File: config.mk
export PLATFORM = sky130hd
export DESIGN_NAME = ecc_result_unloader
export DESIGN_NICKNAME = d
export VERILOG_FILES = /design/src/rtl/ecc_pkg.sv /design/src/rtl/ecc_result_unloader.sv
export SDC_FILE = /design/constraint.sdc
export NUM_CORES = 1
export LEC_CHECK = 0
export BUFFER_PORTS_ARGS = -buffer_cell sky130_fd_sc_hd__buf_2
export CAP_MARGIN = 25
export CORE_AREA = 4 4 191 193
export CTS_BUF_LIST = sky130_fd_sc_hd__clkbuf_4 sky130_fd_sc_hd__clkbuf_8 sky130_fd_sc_hd__clkbuf_16
export DETAILED_ROUTE_END_ITERATION = 12
export DIE_AREA = 0 0 195 197
export PLACE_DENSITY = 0.68
export SETUP_SLACK_MARGIN = 0.1
export SLEW_MARGIN = 20
export SYNTH_ARGS = -nofsm -noshare
export SYNTH_HDL_FRONTEND = slang
export SYNTH_SLANG_ARGS = --single-unit
File: constraint.sdc
create_clock -name clk -period 16.4 [get_ports clk]
set_input_delay 4.1 -clock clk [delete_from_list [all_inputs] [get_ports clk]]
set_output_delay 4.1 -clock clk [all_outputs]
set_load 0.005 [all_outputs]
File: src/rtl/ecc_pkg.sv
// Shared definitions for the GF(2^163) ECC result path: field width, header tag
// constant and the unloader state encoding.
package ecc_pkg;

    localparam int unsigned M       = 163;
    localparam logic [15:0] ECC_TAG = 16'hEC0C;

    typedef enum logic [1:0] {
        IDLE   = 2'd0,
        HDR    = 2'd1,
        SEND_X = 2'd2,
        SEND_Y = 2'd3
    } state_t;

endpackage

File: src/rtl/ecc_result_unloader.sv
// ecc_result_unloader: captures a finished point Q=(xq,yq) from the scalar-multiply
// core on the done strobe and streams it out as W-bit words over valid/ready,
// x first then y, least-significant word first. One result in flight; a done
// arriving while busy is dropped and flagged on the sticky overrun output.
// Build option: define ECC_UNLOAD_TAG_EN to prefix each result with a header word
// {16'hEC0C, 8'h00, seq}, where seq counts captured results.
module ecc_result_unloader
    import ecc_pkg::*;
#(
    parameter int unsigned M = ecc_pkg::M,
    parameter int unsigned W = 32
) (
    input  logic         clk,
    input  logic         rst,
    input  logic         done,
    input  logic [M-1:0] xq,
    input  logic [M-1:0] yq,
    output logic [W-1:0] out_data,
    output logic         out_valid,
    input  logic         out_ready,
    output logic         out_last,
    output logic         busy,
    output logic         overrun
);

    localparam int unsigned NW  = (M + W - 1) / W;
    localparam int unsigned TOT = 2 * NW;
    localparam int unsigned IW  = $clog2(TOT);

    state_t              r_state;
    state_t              w_next;
    logic [IW-1:0]       r_idx;
    logic [2*NW*W-1:0]   r_cap;
    logic [7:0]          r_seq;
    logic                r_overrun;
    logic [NW*W-1:0]     w_x_ext;
    logic [NW*W-1:0]     w_y_ext;
    logic                w_capture;
    logic                w_fire;
    logic                w_x_end;
    logic                w_y_end;
    logic [W-1:0]        w_hdr;

`ifdef ECC_UNLOAD_TAG_EN
    logic [7:0]          r_hdr_seq;
`endif

    assign w_capture = (r_state == IDLE) && done;
    assign w_fire    = out_valid && out_ready;
    assign w_x_end   = (r_state == SEND_X) && (r_idx == IW'(NW - 1));
    assign w_y_end   = (r_state == SEND_Y) && (r_idx == IW'(TOT - 1));
    assign overrun   = r_overrun;

    // Zero-extend both coordinates to a whole number of output words.
    always_comb begin
        w_x_ext          = '0;
        w_y_ext          = '0;
        w_x_ext[M-1:0]   = xq;
        w_y_ext[M-1:0]   = yq;
    end

    // Header word for the tagged build; upper bits stay zero when W exceeds 32.
    always_comb begin
        w_hdr = '0;
`ifdef ECC_UNLOAD_TAG_EN
        w_hdr[31:0] = {ECC_TAG, 8'h00, r_hdr_seq};
`endif
    end

    // State register.
    always_ff @(posedge clk or posedge rst) begin
        if (rst) begin
            r_state <= IDLE;
        end else begin
            r_state <= w_next;
        end
    end

    // Next-state and output decode; outputs depend on state only, so they drop
    // to zero as soon as reset forces IDLE.
    always_comb begin
        w_next    = r_state;
        out_valid = 1'b0;
        out_last  = 1'b0;
        busy      = 1'b0;
        out_data  = '0;
        case (r_state)
            IDLE: begin
                if (done) begin
`ifdef ECC_UNLOAD_TAG_EN
                    w_next = HDR;
`else
                    w_next = SEND_X;
`endif
                end
            end
            HDR: begin
                out_valid = 1'b1;
                busy      = 1'b1;
                out_data  = w_hdr;
                if (w_fire) w_next = SEND_X;
            end
            SEND_X: begin
                out_valid = 1'b1;
                busy      = 1'b1;
                out_data  = r_cap[r_idx*W +: W];
                if (w_fire && w_x_end) w_next = SEND_Y;
            end
            SEND_Y: begin
                out_valid = 1'b1;
                busy      = 1'b1;
                out_last  = w_y_end;
                out_data  = r_cap[r_idx*W +: W];
                if (w_fire && w_y_end) w_next = IDLE;
            end
            default: w_next = IDLE;
        endcase
    end

    // Word index runs across x then y as one range, so a single part-select on the
    // packed {y,x} register serves both coordinates.
    always_ff @(posedge clk or posedge rst) begin
        if (rst) begin
            r_idx <= '0;
        end else if (w_capture) begin
            r_idx <= '0;
        end else if (w_fire && (r_state == SEND_X || r_state == SEND_Y)) begin
            r_idx <= w_y_end ? '0 : r_idx + IW'(1);
        end
    end

    // Capture registers, result sequence counter and sticky overrun flag.
    always_ff @(posedge clk or posedge rst) begin
        if (rst) begin
            r_cap     <= '0;
            r_seq     <= '0;
            r_overrun <= 1'b0;
        end else begin
            if (w_capture) begin
                r_cap <= {w_y_ext, w_x_ext};
                r_seq <= r_seq + 8'd1;
            end
            if (done && (r_state != IDLE)) begin
                r_overrun <= 1'b1;
            end
        end
    end

`ifdef ECC_UNLOAD_TAG_EN
    // Header carries the sequence number as it stood before this capture.
    always_ff @(posedge clk or posedge rst) begin
        if (rst) begin
            r_hdr_seq <= '0;
        end else if (w_capture) begin
            r_hdr_seq <= r_seq;
        end
    end
`endif

endmodule

Word-level counts from Yosys, hierarchy flattened
Cells that the tools add are included.
{"block": "classes", "n_addsub": 1, "n_eq_ne": 9, "shifts": 1, "mux": 11, "n_reduce_logical": 15}
{"cell": "variable part select 384 x 10 -> 32 bit", "count": 1}
{"cell": "2-to-1 mux 32 bit", "count": 1}
{"cell": "2-to-1 mux 4 bit", "count": 3}
{"cell": "logical AND 1 bit", "count": 8}
{"cell": "2-to-1 mux 2 bit", "count": 4}
{"cell": "inequality test 2 bit, second input constant", "count": 4}
{"cell": "one-hot mux 2 bit (4 select lines)", "count": 1}
{"cell": "adder 4 x 1 -> 4 bit, second input constant", "count": 1}
{"cell": "equality test 2 bit, second input constant", "count": 2}
{"cell": "equality test 4 x 3 -> 1 bit, second input constant", "count": 1}
{"cell": "equality test 4 bit, second input constant", "count": 1}
{"cell": "AND reduction 4 bit", "count": 1}
{"cell": "nonzero test 2 bit", "count": 2}
{"cell": "OR reduction 3 bit", "count": 1}
{"cell": "equality test 2 x 1 -> 1 bit, second input constant", "count": 1}
{"cell": "zero test 2 bit", "count": 1}
{"cell": "2-to-1 mux 1 bit", "count": 2}
{"cell": "OR reduction 2 bit", "count": 1}
{"cell": "logical OR 1 bit", "count": 1}
{"block": "word_totals", "regBits": 333, "input_bits": 330, "output_inout_bits": 36, "elab_cells": 41}

Longest topological paths before layout
Gate-level depths: netlist of the first run.
{"block": "depth", "depth_word": 7, "mapped_depth": 7, "depth_no_buf": 5}

Worst setup path after synthesis of the first run
Ideal clock, no wire load.
{"block": "synth_timing", "kind": "reg-to-output", "from": "reg r_idx[0]", "to": "out out_data[21]", "arrival_time_ps": 1391, "required_time_ps": 12300, "slack_ps": 10909, "stages_incl_launch_ff": 8, "n_path_buf": 4, "cell_sequence": "dfrtp_1 > buf_4 > buf_6 > nor2_1 > buf_2 > buf_2 > a21oi_1 > o2bb2ai_1"}
{"block": "synth_between", "elab_chain_cells": 2}
{"element": "start: declaration", "line": "ecc_result_unloader.sv:32", "text": "logic [IW-1:0] r_idx;"}
{"element": "start signal: assignment", "line": "ecc_result_unloader.sv:128", "text": "r_idx <= w_y_end ? '0 : r_idx + IW'(1);"}
{"element": "variable part select 384 x 10 -> 32 bit", "line": "ecc_result_unloader.sv:106, ecc_result_unloader.sv:113"}
{"element": "2-to-1 mux 32 bit"}
{"element": "end: declaration", "line": "ecc_result_unloader.sv:18", "text": "output logic [W-1:0] out_data,"}
No other way between the ends.

Worst setup path in the final report of the first run
{"block": "layout_timing", "from": "reg r_idx[0]", "to": "out out_data[2]"}
The elaborated chain is that of the path after synthesis.

==> impl_results.md, run 1 <==
- WL per Instance: 22.4 um
- Avg Inst Size Synth: 14.1 sq um
- Yosys cell types: 33
- Top cell by count, worst path: buf_4
- Rows: 68
- Area Growth Syn to Fin: 21.6%
- Placed wire-length estimate: 29.9 mm
- Setup violators final: 0
- Setup TNS Final: 0 ns
- Fraction of layout cells with a size suffix above 1: 54.5%
- CP required: 12.30 ns
- Compound-gate portion of the synthesized area: 6.37%
- Stages on worst setup path: 6
- Pin count of the biggest net entering global routing: 202
- Largest family of logic cells by synthesized area: multiplexers
- WP buf/inv: 3
- Crit path cell chain: buf_4, buf_4, mux4_2, o211ai_1, o21ai_0, buf_2
- Max cap viols: 0
- Hold crit path type: flip-flop to flip-flop
- Yosys top cell by area: dfrtp_1
- EDFF count, synth: 0
- Multi-input gate area: 0.00644 sq mm
- Clock Skew: 0.0118 ns
- TritonCTS Sinks: 333
- Largest cells by area after synthesis: dfrtp_1, mux2_2, mux2i_1
- Crit path launch type: flip-flop
- Post-synthesis register bit count: 333
- CP Class: flip-flop to output pin
- Leak: 8.77 nW
- First-pass iteration count of the detailed router: 5
- Clock slew at the register clock pins of the worst setup and hold paths: 0.06 ns
- Fmax: 119 MHz
- Setup ws final: 8.01 ns
- Crit path DAT: 4.29 ns
- DRT iter0 DRCs: 517
- Inst Count DP: 1844
- Hold_buf cts: 0
- FF/Latch Area: 0.00834 sq mm
- Number of port buffers: 365
- Post-CTS setup repair buffer count: 0
- Number of top-level pins: 366
- Antenna viol nets, final: 0
- Placement Setup Slack: 8.56 ns
- Slew @ Worst Pin: 1.27 ns
- Peak VDD IR: 95.1 uV
- H-Tree Depth: 2
- Setup crit start: r_idx[0]
- Routed WL: 43.3 mm
- Initial antenna violation count: 17
- Post-Layout Cell Count: 1933
- Status: complete, no violations
- CP max stage delay: 0.88 ns
- Clock Path Buffers: 3
- Synthesized Nets: 1428
- Power Total: 0.00263 W
- RSZ-0062 raised after global routing: false
- Grt total ovfl: 0
- Mux cell area share after synthesis: 32.7%
- Crit path max fanout: 54
- Die width: 195 um
- Sequential element share of the synthesized area: 54.0%
- Starting density of the core: 44.7%
- Core area: 0.0345 sq mm
- Post-Synth XOR/XNOR Area: 0%
- Vias in the first global route: 11062
- Minimum clock period: 8.39 ns
- Area share of fa/ha/maj cells after synthesis: 0.162%
- Vias: 10529
- Worst slew margin: 15.1%
- Die Area: 0.0384 sq mm
- DIE HEIGHT: 197 um
- Synth warn: 0
- Gpl congestion: 0.802
- Reg2Reg Depth: 6
- CP endpoint kind: output pin
- Synth Area in Simple Gates: 2.30%
- DR vias/cell: 5.45
- Synthesized area: 0.0154 sq mm
- Latest clock arrival within the worst-skew pair: 0.52 ns
- Util after Layout: 54.3%
- CTS Buf Count: 39
- Slew Viols, Final: 0
- PostCTS Resize Cnt: 0
- Top cell type's share of synthesized area: 54.0%
- Nets: 1765
- Fillers: 3006
- Final count of hold timing violations: 0
- Root Buffer Master: clkbuf_16
- Cell family with most CP delay: buffers and inverters
- First-pass GRT wire length: 66.1 mm
- CTS tree: built
- Synth Instances: 1096
- Pwr/cell area: 140 mW/mm^2
- Reg2reg start: r_idx[0]
- Ys flop type: dfrtp_1
- Period utilization: 51.2%
- Worst reg2reg endpoint: r_idx[0]
- Crit-path slowest cell: buf_4
- GR Util All Layers: 21.9%
- Ys async rst share: 100%
- Critical path destination: out_data[2]
- R2R setup slack: 12.64 ns
- Residual DRC count: 0
worst reg2reg max path: cells and delay by family (launching register included):
kind | cells | cell delay, ns
adder cells (fa/ha/maj) | 1 | 0.42
AND/OR/NAND/NOR | 2 | 0.32
flip-flops | 1 | 0.76
multiplexers | 1 | 0.30
buffers and inverters | 2 | 1.83
worst min path at each step:
| stage | depth (start not counted) | slack, ns | start | endpoint |
|---|---|---|---|---|
| final | 1 | 0.45 | overrun | overrun |
| after global routing | 1 | 0.48 | overrun | overrun |
| after CTS | 1 | 0.45 | overrun | overrun |
| after detailed placement | 1 | 0.44 | overrun | overrun |
| after global placement | 1 | 0.44 | overrun | overrun |
| after floorplan | 1 | 0.45 | overrun | overrun |
layout by cell type (no fill, tap or decap), types with 6 or more instances in the layout:
cell type / count
nand2_1: 36
o2bb2ai_1: 29
clkinv_2: 8
clkbuf_16: 39
a221oi_1: 29
diode_2: 14
clkbuf_8: 8
o211ai_1: 32
nor2_1: 31
clkbuf_4: 7
mux2_2: 328
mux2i_1: 122
dfrtp_1: 330
a21oi_1: 32
buf_2: 365
mux4_2: 6
buf_4: 9
cells in the mapped netlist (2+ instances only):
cell	n
buf_1	2
inv_1	5
mux4_2	6
a221oi_1	29
nor2b_1	3
o211ai_1	32
buf_6	39
o2bb2ai_1	29
o21ai_0	4
dfrtp_1	333
clkbuf_1	17
a31oi_1	4
a21oi_1	32
nand2_1	37
nor2_1	33
buf_2	14
buf_4	12
mux2i_1	122
mux2_2	328
ha_1	2
registers in the layout (all words and copies together) (netlist names):
signal   flops
r_state      2
overrun      1
r_cap      326
r_idx        4
layer usage:
| layer | global-route usage [%] | vias to the layer above | wire length [um] |
|---|---|---|---|
| li1 | - | 4720 | - |
| met1 | 31.0 | 5390 | 19100 |
| met2 | 33.2 | 322 | 19900 |
| met3 | 5.78 | 89 | 3040 |
| met4 | 6.98 | 8 | 1250 |
| met5 | 0 | - | 50 |
report_power, final:
part | switching, W | internal, W | total [W]
logic | 0.000422 | 0.000323 | 0.000745
registers | 0.0000753 | 0.000922 | 0.000997
clock network | 0.000351 | 0.000537 | 0.000888
cell families (layout without fill, tap and decap cells):
group                      Yosys count  count (layout)
muxes                              456             456
adders and majority gates            2               2
and+or+nand+nor                     82              82
other                                0              14
buffers and inverters               89             457
AOI/OAI and AO/OA                  134             134
DFF                                333             333
stage by stage:
step | hold slack, ns | cell area (sq um)
after floorplan | 0.451 | 15400
after global placement | 0.439 | 17300
after detailed placement | 0.440 | 17300
after CTS | 0.453 | 18600
after global routing | 0.476 | 18800
final | 0.450 | 18800
cell type report:
class,instances,area share (%)
Clock inverter,18,1.01
Timing Repair Buffer,380,10.8
Antenna cell,14,0.187
Clock buffer,54,6.07
Sequential cell,333,44.4
Multi-Input combinational cell,674,34.3
Tap cell,455,3.03
Inverter,5,0.140
No activity file was read; power rests on OpenSTA's default activity.
==> inputs of run 2 (changes only) <==
==> constraint.sdc (replaced) <==
create_clock -name clk -period 8.13 [get_ports clk]
set_input_delay 2.0325 -clock clk [delete_from_list [all_inputs] [get_ports clk]]
set_output_delay 2.0325 -clock clk [all_outputs]
set_load 0.005 [all_outputs]
==> run 2 against run 1 <==
Compared with the run above:
- first-iteration DRC count rose by 5.6%
- cell count fell by 0.47%
- sequential share of layout area rose by 0.062 points
- clock power rose by 98%
- routed wire length rose by 1.0%
- worst hold slack improved by 0.0074 ns
- utilization fell by 0.076 points
- critical endpoint is now out_data[21]
- largest power group unchanged
- highest routed layer unchanged
==> impl_results.md, run 2 (synthesis gave the netlist of run 1 again) <==
- Gpl congestion: 0.842
- CTS tree: built
- CP endpoint kind: output pin
- Fraction of layout cells with a size suffix above 1: 54.4%
- Setup crit start: r_idx[1]
- DRT iter0 DRCs: 546
- Largest Register: r_cap
- First-pass iteration count of the detailed router: 5
- Final count of hold timing violations: 0
- H-Tree Depth: 2
- Vias: 10456
- Worst slew margin: 24.1%
- Reg2reg start: r_state[1]
- Leak: 8.75 nW
- First-pass GRT wire length: 65.4 mm
- Setup violators final: 0
- PostCTS Resize Cnt: 0
- Die width: 195 um
- Clock slew at the register clock pins of the worst setup and hold paths: 0.05 ns
- Slew @ Worst Pin: 1.14 ns
- Crit path max fanout: 31
- DIE HEIGHT: 197 um
- Stages on worst setup path: 6
- Slew Viols, Final: 0
- Residual DRC count: 0
- Crit path launch type: flip-flop
- Routed WL: 43.7 mm
- Reg2Reg Depth: 4
- CP required: 6.10 ns
- Antenna viol nets, final: 0
- Post-CTS setup repair buffer count: 0
- RSZ-0062 raised after global routing: false
- R2R setup slack: 5.19 ns
- Most frequent cells in the layout: buf_2, dfrtp_1, mux2_2, mux2i_1, clkbuf_16
- Peak VDD IR: 170 uV
- Setup TNS Final: 0 ns
- Number of top-level pins: 366
- Root Buffer Master: clkbuf_16
- Clock Skew: 0.0116 ns
- GR Util All Layers: 22.0%
- CP Class: flip-flop to output pin
- Initial antenna violation count: 13
- Rows: 68
- WP buf/inv: 2
- Regs by FF count: r_cap x326, r_idx x4, r_state x2
- Core area: 0.0345 sq mm
- Crit path cell chain: buf_4, nor2b_4, nand2_1, o211ai_1, o2bb2ai_1, buf_2
- Pin count of the biggest net entering global routing: 195
- Pwr/cell area: 279 mW/mm^2
- Max FFs per register: 326
- Inst Count DP: 1843
- TritonCTS Sinks: 333
- Commonest non-fill, non-tap cell in the layout: buf_2
- Area Growth Syn to Fin: 21.4%
- Status: complete, no violations
- Worst reg2reg endpoint: r_cap[19]
- Starting density of the core: 44.7%
- Die Area: 0.0384 sq mm
- Util after Layout: 54.3%
- Hold_buf cts: 0
- Crit path DAT: 3.19 ns
- Post-Layout Cell Count: 1924
- WL per Instance: 22.7 um
- CP max stage delay: 0.89 ns
- Clock Path Buffers: 3
- Cell family with most CP delay: flip-flops
- Fmax: 191 MHz
- Critical path destination: out_data[21]
- Period utilization: 64.3%
- Placed wire-length estimate: 30.7 mm
- Grt total ovfl: 0
- Max cap viols: 0
- Crit-path slowest cell: dfrtp_2
- CTS Buf Count: 38
- Minimum clock period: 5.23 ns
- Nets: 1763
- DR vias/cell: 5.43
- Hold crit path type: flip-flop to flip-flop
- Vias in the first global route: 10817
- Number of port buffers: 365
- Power Total: 0.00523 W
- Latest clock arrival within the worst-skew pair: 0.52 ns
- Worst Min Path Start: overrun
==> run 2: per-layer routing <==
| metal | part of all wire [%] | track usage, % | routed length (um) |
|---|---|---|---|
| met2 | 44 | 32.7 | 19300 |
| met5 | 0.17 | 0 | 74 |
| met3 | 8.3 | 6.02 | 3610 |
| met1 | 45 | 32.4 | 19900 |
| met4 | 2.1 | 5.07 | 902 |
==> run 2: how the worst min path moves through the flow <==
| stage | cells past startpoint | slack, ns | endpoint |
|---|---|---|---|
| 4_1_cts | 1 | 0.46 | overrun |
| 6_report | 1 | 0.46 | overrun |
| 5_1_grt | 1 | 0.47 | overrun |
| 3_5_place_dp | 1 | 0.45 | overrun |
| 3_3_place_gp | 1 | 0.44 | overrun |
| 2_1_floorplan | 1 | 0.45 | overrun |
==> run 2: final cells by class <==
class / count / area (sq um)
repair buffers: 379 / 2020
flip-flops and latches: 333 / 8340
clock buffers: 59 / 1220
fillers: 2989 / 15800
clock inverters: 9 / 104
well taps: 455 / 569
inverters: 5 / 22.5
multi-input cells: 674 / 6440
diodes: 10 / 25.0
==> run 2: power by group <==
group	internal [W]	switching (W)	leakage, nW
Combinational	0.000629	0.000826	3.98
Clock	0.00110	0.000669	0.660
Sequential	0.00186	0.000154	4.11
Total	0.00358	0.00165	8.75
==> run 2: per-stage QoR <==
step,setup slack [ns],instance area [sq um],hold slack (ns)
detailed placement,3.33,17300,0.452
CTS,2.80,18600,0.464
finish,2.90,18700,0.457
global route,2.73,18700,0.468
global placement,3.34,17300,0.442
floorplan,1.65,15400,0.451
==> inputs of run 3 (changes only) <==
--- a/config.mk
+++ b/config.mk
@@ -11,7 +11,7 @@
 export CTS_BUF_LIST = sky130_fd_sc_hd__clkbuf_4 sky130_fd_sc_hd__clkbuf_8 sky130_fd_sc_hd__clkbuf_16
 export DETAILED_ROUTE_END_ITERATION = 12
 export DIE_AREA = 0 0 195 197
-export PLACE_DENSITY = 0.68
+export PLACE_DENSITY = 0.71
 export SETUP_SLACK_MARGIN = 0.1
 export SLEW_MARGIN = 20
 export SYNTH_ARGS = -nofsm -noshare
==> constraint.sdc (replaced) <==
create_clock -name clk -period 4.3 [get_ports clk]
set_input_delay 1.075 -clock clk [delete_from_list [all_inputs] [get_ports clk]]
set_output_delay 1.075 -clock clk [all_outputs]
set_load 0.005 [all_outputs]
==> run 3 against run 2 <==
Compared with the run above:
- flip-flop and latch count is the same
- die area is the same
- clock power rose by 85%
- global-route usage fell by 0.39 points
- critical path type unchanged
- highest routed layer unchanged
==> impl_results.md, run 3 (synthesis gave the netlist of run 1 again) <==
- Status: complete, no violations
- Regs by FF count: r_cap x326, r_idx x4, r_state x2
- Placement Setup Slack: 0.793 ns
- Hold_ws: 0.461 ns
- Setup TNS Final: 0 ns
- Starting density of the core: 44.7%
- Pwr/cell area: 522 mW/mm^2
- Peak VDD IR: 313 uV
- Hold-critical path depth: 1
- Clock slew at the register clock pins of the worst setup and hold paths: 0.06 ns
- Antenna viol nets, final: 0
- Clock Path Buffers: 3
- Clock Skew: 0.0115 ns
- Power Total: 0.00985 W
- Crit-path slowest cell: dfrtp_4
- Max cap viols: 0
- Vias: 10501
- Initial antenna violation count: 16
- Hold crit path type: flip-flop to flip-flop
- Minimum clock period: 4.01 ns
- Reg2Reg Depth: 5
- Commonest non-fill, non-tap cell in the layout: buf_2
- Crit path cell chain: buf_12, buf_4, mux2i_1, a221oi_1, o2bb2ai_1, buf_2
- CP required: 3.22 ns
- Latest clock arrival within the worst-skew pair: 0.52 ns
- Fmax: 249 MHz
- Inst Count DP: 1862
- Leak: 8.83 nW
- GR Util All Layers: 21.6%
- Setup violators final: 0
- CP max stage delay: 0.94 ns
- CP endpoint kind: output pin
- Grt total ovfl: 0
- Pin count of the biggest net entering global routing: 101
- DRT iter0 DRCs: 535
- Setup crit start: r_idx[0]
- Crit path max fanout: 47
- H-Tree Depth: 2
- Worst reg2reg endpoint: r_idx[0]
- Nets: 1779
- Most frequent cells in the layout: buf_2, dfrtp_1, mux2_2, mux2i_1, clkbuf_16
- Reg2reg start: r_idx[0]
- Largest Register: r_cap
- First-pass GRT wire length: 65.1 mm
- CP Class: flip-flop to output pin
- Rows: 68
- Worst Min Path Start: overrun
- R2R setup slack: 1.97 ns
- Vias in the first global route: 11038
- Setup ws final: 0.289 ns
- Fraction of layout cells with a size suffix above 1: 54.9%
- Final count of hold timing violations: 0
- Placed wire-length estimate: 30.7 mm
- WL per Instance: 22.0 um
- Crit path DAT: 2.94 ns
- Residual DRC count: 0
- Worst slew margin: 40.1%
- Slew @ Worst Pin: 0.896 ns
- PostCTS Resize Cnt: 0
- Hold_buf cts: 0
- Die width: 195 um
- Crit path launch type: flip-flop
- Period utilization: 93.3%
- Max FFs per register: 326
- CTS Buf Count: 38
- Root Buffer Master: clkbuf_16
- TritonCTS Sinks: 333
- DIE HEIGHT: 197 um
- Routed WL: 42.7 mm
- RSZ-0062 raised after global routing: false
- Post-Layout Cell Count: 1943
- Number of port buffers: 365
- CTS tree: built
- First-pass iteration count of the detailed router: 5
- Worst Hold Path EP: overrun
- Gpl congestion: 0.865
- Slew Viols, Final: 0
- Post-CTS setup repair buffer count: 0
- Die Area: 0.0384 sq mm
- DR vias/cell: 5.40
- Core area: 0.0345 sq mm
- Area Growth Syn to Fin: 22.3%
- Number of top-level pins: 366
[run 3: changes by cell type in the layout (fill, tap and decap cells not counted)]
cell	delta
inv_6	+1
buf_12	+7
clkbuf_16	-2
buf_4	+11
buf_16	-2
clkbuf_4	+2
clkbuf_8	+2
inv_2	-1
diode_2	+2
inv_1	+1
bufinv_16	-1
clkinvlp_4	-1
[run 3: power breakdown]
group          internal (W)  switching, W  total, W
Clock               0.00199       0.00126   0.00325
Combinational       0.00120       0.00158   0.00278
Sequential          0.00352      0.000299   0.00381
Total               0.00671       0.00314   0.00985
[run 3: worst max-delay path, delay by kind of cell (launching register included)]
| family | cells | cell delay (ns) |
|---|---|---|
| buffers and inverters | 3 | 0.83 |
| muxes | 1 | 0.09 |
| AOI/OAI and AO/OA | 2 | 0.51 |
| DFF | 1 | 0.94 |
[run 3: worst max-delay path by stage]
stage                    to  slack [ns]  depth (start not counted)
5_1_grt        out_data[27]        0.14                          6
4_1_cts        out_data[28]        0.24                          6
6_report       out_data[28]        0.29                          6
2_1_floorplan       overrun       -1.22                          1
3_3_place_gp   out_data[29]        0.83                          6
3_5_place_dp   out_data[28]        0.79                          6
[run 3: routing by layer]
layer  track usage (%)  up-vias  part of all wire [%]
met4              7.14       10                   2.8
met5                 0        -                  0.16
met1              30.7     5303                    45
met2              33.1      358                    46
li1                  -     4748                     -
met3              4.92       82                   6.9
[run 3: area by class of cell]
| cell class | instances | area, sq um |
|---|---|---|
| diodes | 12 | 30.0 |
| clock buffers | 61 | 1210 |
| clock inverters | 8 | 75.1 |
| fillers | 2962 | 15700 |
| inverters | 5 | 22.5 |
| multi-input cells | 674 | 6440 |
| flip-flops and latches | 333 | 8340 |
| well taps | 455 | 569 |
| repair buffers | 395 | 2190 |
[run 3: per-stage QoR]
stage	utilization [%]	cell area, sq um
6_report	54.7	18900
5_1_grt	54.6	18900
4_1_cts	54.6	18800
3_5_place_dp	50.8	17600
3_3_place_gp	50.8	17600
2_1_floorplan	-	15400
